## config.mk

```make
export PLATFORM = sky130hd
export DESIGN_NAME = led_pattern_engine_flat
export DESIGN_NICKNAME = d
export VERILOG_FILES = /design/src/rtl/led_pattern_engine_if.sv /design/src/rtl/led_pattern_engine.sv /design/src/flat_wrapper.sv
export SDC_FILE = /design/constraint.sdc
export NUM_CORES = 1
export LEC_CHECK = 0
export CAP_MARGIN = 20
export CORE_AREA = 2 2 69 71
export CTS_BUF_LIST = sky130_fd_sc_hd__clkbuf_16
export CTS_CLUSTER_SIZE = 14
export DETAILED_ROUTE_END_ITERATION = 8
export DIE_AREA = 0 0 71 73
export HOLD_SLACK_MARGIN = 0.1
export PLACE_DENSITY = 0.79
export SKIP_LAST_GASP = 1
export SYNTH_ARGS = -nofsm -noshare
export SYNTH_HDL_FRONTEND = slang
export SYNTH_SLANG_ARGS = --single-unit
```

## constraint.sdc

```tcl
create_clock -name CLK_12_MHZ -period 4.6 [get_ports CLK_12_MHZ]
set_clock_uncertainty 0.15 [all_clocks]
set_input_delay 0.69 -clock CLK_12_MHZ [delete_from_list [all_inputs] [get_ports CLK_12_MHZ]]
set_output_delay 0.69 -clock CLK_12_MHZ [all_outputs]
set_load 0.03 [all_outputs]
```

## src/rtl/led_pattern_engine_if.sv

```systemverilog
// Control/status bundle for led_pattern_engine: mode requests and pause in,
// LED drive, step pulse and displayed mode out.
interface led_pattern_engine_if #(
    parameter int unsigned NUM_LEDS = 4
);
    logic [1:0]          mode_sel;
    logic                mode_load;
    logic                pause;
    logic [NUM_LEDS-1:0] led;
    logic                tick;
    logic [1:0]          mode_active;

    // Controller side drives requests and observes the display.
    modport master (
        output mode_sel, mode_load, pause,
        input  led, tick, mode_active
    );

    // Engine side.
    modport slave (
        input  mode_sel, mode_load, pause,
        output led, tick, mode_active
    );
endinterface

```

## src/rtl/led_pattern_engine.sv

```systemverilog
// LED pattern engine: prescaled step tick driving COUNT / CHASE / BOUNCE /
// BREATHE patterns, with mode switches deferred to the next tick.
module led_pattern_engine #(
    parameter int unsigned NUM_LEDS = 4,
    parameter int unsigned TICK_DIV = 2097152,
    parameter int unsigned PWM_BITS = 4
) (
    input logic                 CLK_12_MHZ,
    input logic                 RST_N,
    led_pattern_engine_if.slave pe
);
    localparam int unsigned PrescW = $clog2(TICK_DIV);
    localparam logic [PrescW-1:0]   PrescMax = PrescW'(TICK_DIV - 1);
    localparam logic [PWM_BITS-1:0] LvlMax   = '1;

    typedef enum logic [1:0] {
        ModeCount   = 2'b00,
        ModeChase   = 2'b01,
        ModeBounce  = 2'b10,
        ModeBreathe = 2'b11
    } mode_e;

    logic [PrescW-1:0]   presc_q, presc_d;
    logic [PWM_BITS-1:0] pwm_q, pwm_d;
    logic [PWM_BITS-1:0] lvl_q, lvl_d;
    logic [NUM_LEDS-1:0] pat_q, pat_d;
    logic [NUM_LEDS-1:0] led_q, led_d;
    mode_e               mode_q, mode_d;
    mode_e               pend_mode_q, pend_mode_d;
    logic                pend_q, pend_d;
    // Shared by BOUNCE (pattern) and BREATHE (level); only one is live at a time.
    logic                dir_down_q, dir_down_d;
    logic                tick_w;

    assign tick_w = !pe.pause && (presc_q == PrescMax);

    // Next-state: prescaler, PWM counter, pending switch, pattern step, LED decode.
    always_comb begin
        presc_d     = presc_q;
        pwm_d       = pwm_q;
        lvl_d       = lvl_q;
        pat_d       = pat_q;
        led_d       = led_q;
        mode_d      = mode_q;
        pend_mode_d = pend_mode_q;
        pend_d      = pend_q;
        dir_down_d  = dir_down_q;

        if (!pe.pause) begin
            presc_d = tick_w ? '0 : presc_q + PrescW'(1);
            pwm_d   = pwm_q + PWM_BITS'(1);

            if (tick_w) begin
                if (pend_q) begin
                    // Switch replaces the step for this tick.
                    mode_d     = pend_mode_q;
                    pend_d     = 1'b0;
                    pat_d      = (pend_mode_q == ModeCount) ? '0 : NUM_LEDS'(1);
                    lvl_d      = '0;
                    dir_down_d = 1'b0;
                end else begin
                    unique case (mode_q)
                        ModeCount: pat_d = pat_q + NUM_LEDS'(1);
                        ModeChase: pat_d = (pat_q << 1) | (pat_q >> (NUM_LEDS - 1));
                        ModeBounce: begin
                            if (NUM_LEDS > 1) begin
                                pat_d = dir_down_q ? (pat_q >> 1) : (pat_q << 1);
                                // Turn around as soon as an end is lit.
                                if (pat_d[NUM_LEDS-1]) begin
                                    dir_down_d = 1'b1;
                                end else if (pat_d[0]) begin
                                    dir_down_d = 1'b0;
                                end
                            end
                        end
                        ModeBreathe: begin
                            lvl_d = dir_down_q ? (lvl_q - PWM_BITS'(1))
                                               : (lvl_q + PWM_BITS'(1));
                            if (lvl_d == LvlMax) begin
                                dir_down_d = 1'b1;
                            end else if (lvl_d == '0) begin
                                dir_down_d = 1'b0;
                            end
                        end
                        default: pat_d = pat_q;
                    endcase
                end
            end

            // A load in the tick cycle lands after the tick's switch/step.
            if (pe.mode_load) begin
                pend_d      = 1'b1;
                pend_mode_d = mode_e'(pe.mode_sel);
            end

            // Decode from next state so a step shows on led the cycle after tick.
            if (mode_d == ModeBreathe) begin
                led_d = {NUM_LEDS{pwm_d < lvl_d}};
            end else begin
                led_d = pat_d;
            end
        end
    end

    // State registers with asynchronous active-low reset.
    always_ff @(posedge CLK_12_MHZ or negedge RST_N) begin
        if (!RST_N) begin
            presc_q     <= '0;
            pwm_q       <= '0;
            lvl_q       <= '0;
            pat_q       <= '0;
            led_q       <= '0;
            mode_q      <= ModeCount;
            pend_mode_q <= ModeCount;
            pend_q      <= 1'b0;
            dir_down_q  <= 1'b0;
        end else begin
            presc_q     <= presc_d;
            pwm_q       <= pwm_d;
            lvl_q       <= lvl_d;
            pat_q       <= pat_d;
            led_q       <= led_d;
            mode_q      <= mode_d;
            pend_mode_q <= pend_mode_d;
            pend_q      <= pend_d;
            dir_down_q  <= dir_down_d;
        end
    end

    assign pe.led         = led_q;
    assign pe.tick        = tick_w;
    assign pe.mode_active = mode_q;
endmodule

```

## src/flat_wrapper.sv

```systemverilog
// flat-port wrapper written by rule: the top's interface ports become plain ports
module led_pattern_engine_flat 
#(
    parameter int unsigned NUM_LEDS = 4,
    parameter int unsigned TICK_DIV = 2097152,
    parameter int unsigned PWM_BITS = 4
)
  (CLK_12_MHZ, RST_N, pe_mode_sel, pe_mode_load, pe_pause, pe_led, pe_tick, pe_mode_active);
  led_pattern_engine_if #(.NUM_LEDS(NUM_LEDS)) pe_i ();
  input logic CLK_12_MHZ;
  input logic RST_N;
  input wire logic [$bits(pe_i.mode_sel)-1:0] pe_mode_sel;
  input wire logic [$bits(pe_i.mode_load)-1:0] pe_mode_load;
  input wire logic [$bits(pe_i.pause)-1:0] pe_pause;
  output wire logic [$bits(pe_i.led)-1:0] pe_led;
  output wire logic [$bits(pe_i.tick)-1:0] pe_tick;
  output wire logic [$bits(pe_i.mode_active)-1:0] pe_mode_active;
  assign pe_i.mode_sel = pe_mode_sel;
  assign pe_i.mode_load = pe_mode_load;
  assign pe_i.pause = pe_pause;
  assign pe_led = pe_i.led;
  assign pe_tick = pe_i.tick;
  assign pe_mode_active = pe_i.mode_active;
  led_pattern_engine #(.NUM_LEDS(NUM_LEDS), .TICK_DIV(TICK_DIV), .PWM_BITS(PWM_BITS)) u_core (.CLK_12_MHZ(CLK_12_MHZ), .RST_N(RST_N), .pe(pe_i));
endmodule
```

Yosys cells after proc, flatten, opt, wreduce, memory -nomap -nowiden
Index checks and enable logic that the tools add are counted.
Word-level totals
  register bits after elaboration: 43
  input bits: 6
  output and inout bits: 7
  word-level logic and storage cells: 58
Cells by class
  $add $sub $neg: 5
  magnitude comparators: 1
  equality and inequality tests: 8
  muxes and demuxes: 23
  bitwise operators: 2
  reduce and logical (&&, ||, !) cells: 10
Operators with widths (number)
  $mux W4: 9
  $add A21 B1 Y21 const B: 1
  $eq A21 B21 Y1 const B: 1
  $mux W21: 1
  $add A4 B1 Y4 const B: 3
  $pmux W4 S3: 1
  $mux W1: 8
  $ne A4 B1 Y1 const B: 2
  $eq A2 B2 Y1 const B: 3
  $mux W2: 3
  $reduce_and A5 Y1: 1
  $eq A4 B4 Y1 const B: 1
  $logic_not A2 Y1: 2
  $logic_not A4 Y1: 1
  $lt A4 B4 Y1: 1
  $or A4 B1 Y4: 1
  $reduce_and A2 Y1: 2
  $sub A4 B1 Y4 const B: 1
  $reduce_bool A3 Y1: 1
  $eq A2 B1 Y1 const B: 1
  $pmux W1 S2: 1
  $reduce_bool A2 Y1: 1
  $logic_and A1 B1 Y1: 1
  $logic_not A1 Y1: 1
  $not A1 Y1: 1

Logic depth before layout (Yosys ltp)
  depth after elaboration: 8
  mapped depth: 16
  depth with buffers taken out: 15

Least setup slack after synthesis
No wires, ideal clock.
  kind: input to register
  start: input pe_pause
  end: register u_core.led_q[1] (netlist: u_core.pe.led[1])
  setup time: 0.067 ns
  arrival time: 3.395 ns
  path slack: 0.988 ns
  stages: 16
  path buffers: 2
  cell sequence: buf_2 and4b_1 nand4_1 or2_1 buf_6 clkinv_4 nand2_2 o31ai_4 inv_2 ha_1 and3_1 a221oi_1 o31a_1 o221ai_2 nor2_1 a221o_1
On the way
  longest elaborated chain between the ends: 6
  elaborated cells on any way between the ends: 10
RTL lines
  start, declared: line flat_wrapper.sv:14  | input wire logic [$bits(pe_i.pause)-1:0] pe_pause;
  $logic_not A1 Y1
  $logic_and A1 B1 Y1: line led_pattern_engine.sv:35  | assign tick_w = !pe.pause && (presc_q == PrescMax);
  $mux W4 or $mux W2 (tied branches): line led_pattern_engine.sv:53  | if (tick_w) begin
  $mux W4 or $mux W2 (tied branches): line led_pattern_engine.sv:49  | if (!pe.pause) begin
  $lt A4 B4 Y1 or $eq A2 B2 Y1 (tied branches): line led_pattern_engine.sv:98, led_pattern_engine.sv:97
  $mux W4: line led_pattern_engine.sv:97  | if (mode_d == ModeBreathe) begin
  end signal, assigned: line led_pattern_engine.sv:122  | led_q <= led_d;
  end, declared: line led_pattern_engine.sv:27  | logic [NUM_LEDS-1:0] led_q, led_d;
Parallel ways exist; a longest one is shown, timed or not. The select of a mux whose other input is x is not followed.
A chain may end at the register's enable or synchronous reset.

Worst setup path in the final report
Ends and elaborated chain as after synthesis.

==> results.py <==
metrics = {
    "synthesis": {
        "synth_simple_gate_area_share_pct": 18.9,
        "yosys.area.top_type_share_pct": 42.0,
        "synth.yosys.seq_area_share_pct": 42.0,
        "synth_fp_nets": 276,
        "mux_contribution_to_synthesized_area_pct": 4.99,
        "synth_commonest_cells": "sky130_fd_sc_hd__dfrtp_1, sky130_fd_sc_hd__nand2_1, sky130_fd_sc_hd__nor2_1, sky130_fd_sc_hd__xor2_1, sky130_fd_sc_hd__xnor2_1",
        "synth_cell_type_count": 55,
        "asyncSetResetFlopFracSynth_pct": 100,
        "synth.ff_latch_count": 43,
        "post_synth.cell_area_avg_um2": 9.88,
        "largest_family_of_logic_cells_by_synthesized_area": "simple AND/OR/NAND/NOR gates",
        "synth-compound-area-share_pct": 14.8,
        "synth_enable_flop_cells": 0,
        "xor_xnor_fraction_of_synth_area_pct": 8.90,
        "synth_top_flop_cell": "sky130_fd_sc_hd__dfrtp_1",
        "synth_area_leader_cell": "sky130_fd_sc_hd__dfrtp_1",
        "yosys.area_share.adder_pct": 5.67,
        "synthesized_area_um2": 2560,
        "synth_warnings": 0,
        "ys_top_cells_by_area": "sky130_fd_sc_hd__dfrtp_1, sky130_fd_sc_hd__ha_1, sky130_fd_sc_hd__xor2_1, sky130_fd_sc_hd__xnor2_1, sky130_fd_sc_hd__nand2_1",
        "postSynthCellCount": 259,
        "synth.most_common_cell": "sky130_fd_sc_hd__dfrtp_1",
    },
    "clocking": {
        "cts.htree.levels": 2,
        "clkTransAtPathRegs_ns": 0.06,
        "clk_root_buffer_cell": "sky130_fd_sc_hd__clkbuf_16",
        "cts_post_setup_buffers_inserted": 0,
        "ctsResizeCount": 0,
        "clk_latency_ns": 0.28,
        "cts_num_sinks": 43,
        "clockBufferDepth": 2,
        "cts_tree": "done",
        "cts.hold.buffers_added": 0,
        "cts-buffers-inserted": 5,
    },
    "worst_hold_path": {
        "hold_start": "u_core.pwm_q[3]",
        "worstHoldPathCells": 1,
        "path_type_of_the_worst_min_delay_path": "reg2reg",
        "min_delay_worst_endpoint": "u_core.pwm_q[3]",
    },
    "timing": {
        "finalSetupViolations": 0,
        "tightest_slew_ns": 0.936,
        "final.period_utilization_pct": 89.0,
        "grt_setup_unrepaired": "false",
        "max_freq_mhz": 244,
        "slew_headroom_pct": 37.6,
        "drv_slew": 0,
        "finalCriticalPeriod_ns": 4.10,
        "fin_setup_tns_ns": 0,
        "hold_viol_final": 0,
        "worst_hold_slack_ns": 0.341,
    },
    "final_layout": {
        "diodes": 0,
        "multiInputGateArea_um2": 1360,
        "layout-drive-gt1-share_pct": 10.7,
        "num-nets-final": 287,
        "seq_area_um2": 1080,
        "syn_to_final_growth_pct": 10.9,
        "fillCellCount": 360,
    },
    "grt": {
        "groute.layer.met1.usage_pct": 29.6,
        "largest_net_degree_at_the_start_of_global_routing": 44,
        "grtUsageMet3_pct": 3.04,
        "gr-usage-all-layers_pct": 22.6,
        "grt_util_met2_pct": 38.6,
        "grt-ovfl-total": 0,
        "first_pass_grt_wire_length_um": 9160,
        "grt_pass1_vias": 1928,
        "antenna_found_initial": 0,
        "grt_most_used_layer": "met2",
    },
    "critical_path": {
        "worst-r2r-setup-slack_ns": 0.75,
        "worst-path-max-fanout": 8,
        "regToRegEndpoint": "u_core.pe.led[1]",
        "cp-end-kind": "flop",
        "critical_path_class": "in2reg",
        "rr_worst_depth": 14,
        "setup_crit_start_kind": "input port",
        "crit_required_ns": 4.67,
        "arrival_ns": 4.16,
        "critical_path.reg2reg.startpoint": "u_core.presc_q[9]",
    },
    "job": {
        "cap_viol_max_count": 0,
    },
    "placed_design": {
        "place.gp.congestion": 0.838,
        "hpwlAfterDp_um": 3720,
        "placement.io_buffers": 12,
    },
    "pwr": {
        "power_switching_uw": 278,
        "clockPowerShare_pct": 33.8,
        "power.share.sequential_pct": 46.6,
        "internal_power_uw": 723,
        "comb_power_share_pct": 19.6,
        "vdd.ir_drop.worst_mv": 0.310,
        "switch_share_pct": 27.8,
        "power.static_leakage_uw": 0.00128,
        "power_per_cell_area_nw_per_um2": 353,
    },
    "drt": {
        "drt_first_pass_iters": 4,
        "routed_wl_um": 5400,
        "drt_first_iter_violations": 130,
        "vias_per_cell": 5.94,
        "wl_per_cell_um": 16.6,
        "detailroute.via_count": 1931,
        "detail-route-antenna-nets": 0,
        "drcViolationCount": 0,
    },
    "die": {
        "die-height_um": 73,
        "die-width_um": 71,
        "core.rowCount": 25,
        "initial_core_util_pct": 56.4,
        "ios": 13,
        "total_die_area_um2": 5180,
        "core-area_um2": 4540,
    },
    "status": {
        "outcome": "finished clean",
    },
}
## power by group through the flow
stage	Combinational, uW	Sequential [uW]	Clock, uW
global route	222	474	353
CTS	198	466	340
global placement	182	472	0
floorplan	149	464	0
finish	196	467	339
detailed placement	192	472	0
## layer usage
metal	share of wire, %	vias to the layer above
li1	-	939
met1	46	933
met2	48	51
met3	4.2	8
met4	1.6	0
met5	0	-
## state kept, by name (all words and copies together) (netlist names), 2 cells and up
signal	flops
u_core.presc_q	21
u_core.lvl_q	4
u_core.pat_q	4
u_core.pe.led	4
u_core.pwm_q	4
u_core.pe.mode_active	2
u_core.pend_mode_q	2
## worst max-delay path by stage
stage | from | to | slack (ns) | cells after the start
after floorplan | pe_pause | u_core.pe.led[1] | 0.99 | 16
after global placement | pe_pause | u_core.pe.led[1] | 0.50 | 15
after detailed placement | pe_pause | u_core.pe.led[2] | 0.41 | 15
after CTS | pe_pause | u_core.pe.led[1] | 0.52 | 15
after global routing | pe_pause | u_core.pe.led[1] | 0.29 | 15
final | pe_pause | u_core.pe.led[1] | 0.50 | 15
## layout make-up
class | count | share of cell area (%)
flip-flops and latches | 43 | 37.9
multi-input cells | 192 | 48.0
clock buffers | 5 | 4.41
well taps | 54 | 2.38
clock inverters | 3 | 0.573
repair buffers | 15 | 4.85
inverters | 13 | 1.90
## layout by cell type, fill, tap and decap left out, types with 2 or more instances in the layout
master                            count
sky130_fd_sc_hd__a21o_1               6
sky130_fd_sc_hd__a21oi_1             10
sky130_fd_sc_hd__a221o_1              3
sky130_fd_sc_hd__a31oi_1              3
sky130_fd_sc_hd__and2_1               3
sky130_fd_sc_hd__and3_1               5
sky130_fd_sc_hd__and4_1               3
sky130_fd_sc_hd__and4b_1              2
sky130_fd_sc_hd__buf_4                3
sky130_fd_sc_hd__clkbuf_16            5
sky130_fd_sc_hd__clkdlybuf4s50_1     11
sky130_fd_sc_hd__dfrtp_1             43
sky130_fd_sc_hd__ha_1                10
sky130_fd_sc_hd__inv_1               12
sky130_fd_sc_hd__mux2_2               5
sky130_fd_sc_hd__mux2_4               2
sky130_fd_sc_hd__mux2i_1              3
sky130_fd_sc_hd__nand2_1             24
sky130_fd_sc_hd__nand2_2              3
sky130_fd_sc_hd__nand2b_1             4
sky130_fd_sc_hd__nand3_1              5
sky130_fd_sc_hd__nand4_1              6
sky130_fd_sc_hd__nor2_1              20
sky130_fd_sc_hd__nor3_1               8
sky130_fd_sc_hd__nor4_1               2
sky130_fd_sc_hd__o211ai_1             3
sky130_fd_sc_hd__o21ai_0              7
sky130_fd_sc_hd__o21ai_1              3
sky130_fd_sc_hd__o221ai_1             2
sky130_fd_sc_hd__o31a_1               2
sky130_fd_sc_hd__or3_1                2
sky130_fd_sc_hd__or4_1                2
sky130_fd_sc_hd__xnor2_1             12
sky130_fd_sc_hd__xor2_1              14
## logic make-up (layout without fill, tap and decap cells)
family | Yosys count | count (layout)
AO/OA/AOI/OAI | 51 | 51
XOR/XNOR | 26 | 26
adder cells (fa/ha/maj) | 11 | 11
buffers and inverters | 24 | 36
flip-flops | 43 | 43
multiplexers | 11 | 11
AND/OR/NAND/NOR | 93 | 93
## critical path: stages
cell and delay, ns:
sky130_fd_sc_hd__clkdlybuf4s50_1 0.42, sky130_fd_sc_hd__and4b_1 0.36, sky130_fd_sc_hd__nand4_1 0.29, sky130_fd_sc_hd__or2_1 0.46, sky130_fd_sc_hd__clkinv_4 0.09, sky130_fd_sc_hd__nand2_2 0.08, sky130_fd_sc_hd__o31ai_4 0.21, sky130_fd_sc_hd__inv_2 0.05
sky130_fd_sc_hd__ha_1 0.28, sky130_fd_sc_hd__and3_1 0.20, sky130_fd_sc_hd__a221oi_1 0.30, sky130_fd_sc_hd__o31a_1 0.21, sky130_fd_sc_hd__o221ai_2 0.12, sky130_fd_sc_hd__nor2_1 0.23, sky130_fd_sc_hd__a221o_1 0.16
## metrics by stage
stage	instances	setup WS, ns	util (%)	power (uW)	instance area (um2)
floorplan	259	0.988	-	613	2560
global placement	317	0.503	59.5	654	2700
detailed placement	317	0.406	59.5	664	2700
CTS	325	0.523	62.6	1000	2840
global route	325	0.285	62.6	1050	2840
finish	325	0.505	62.6	1000	2840
Note: power is estimated with default switching activity, not from simulation.
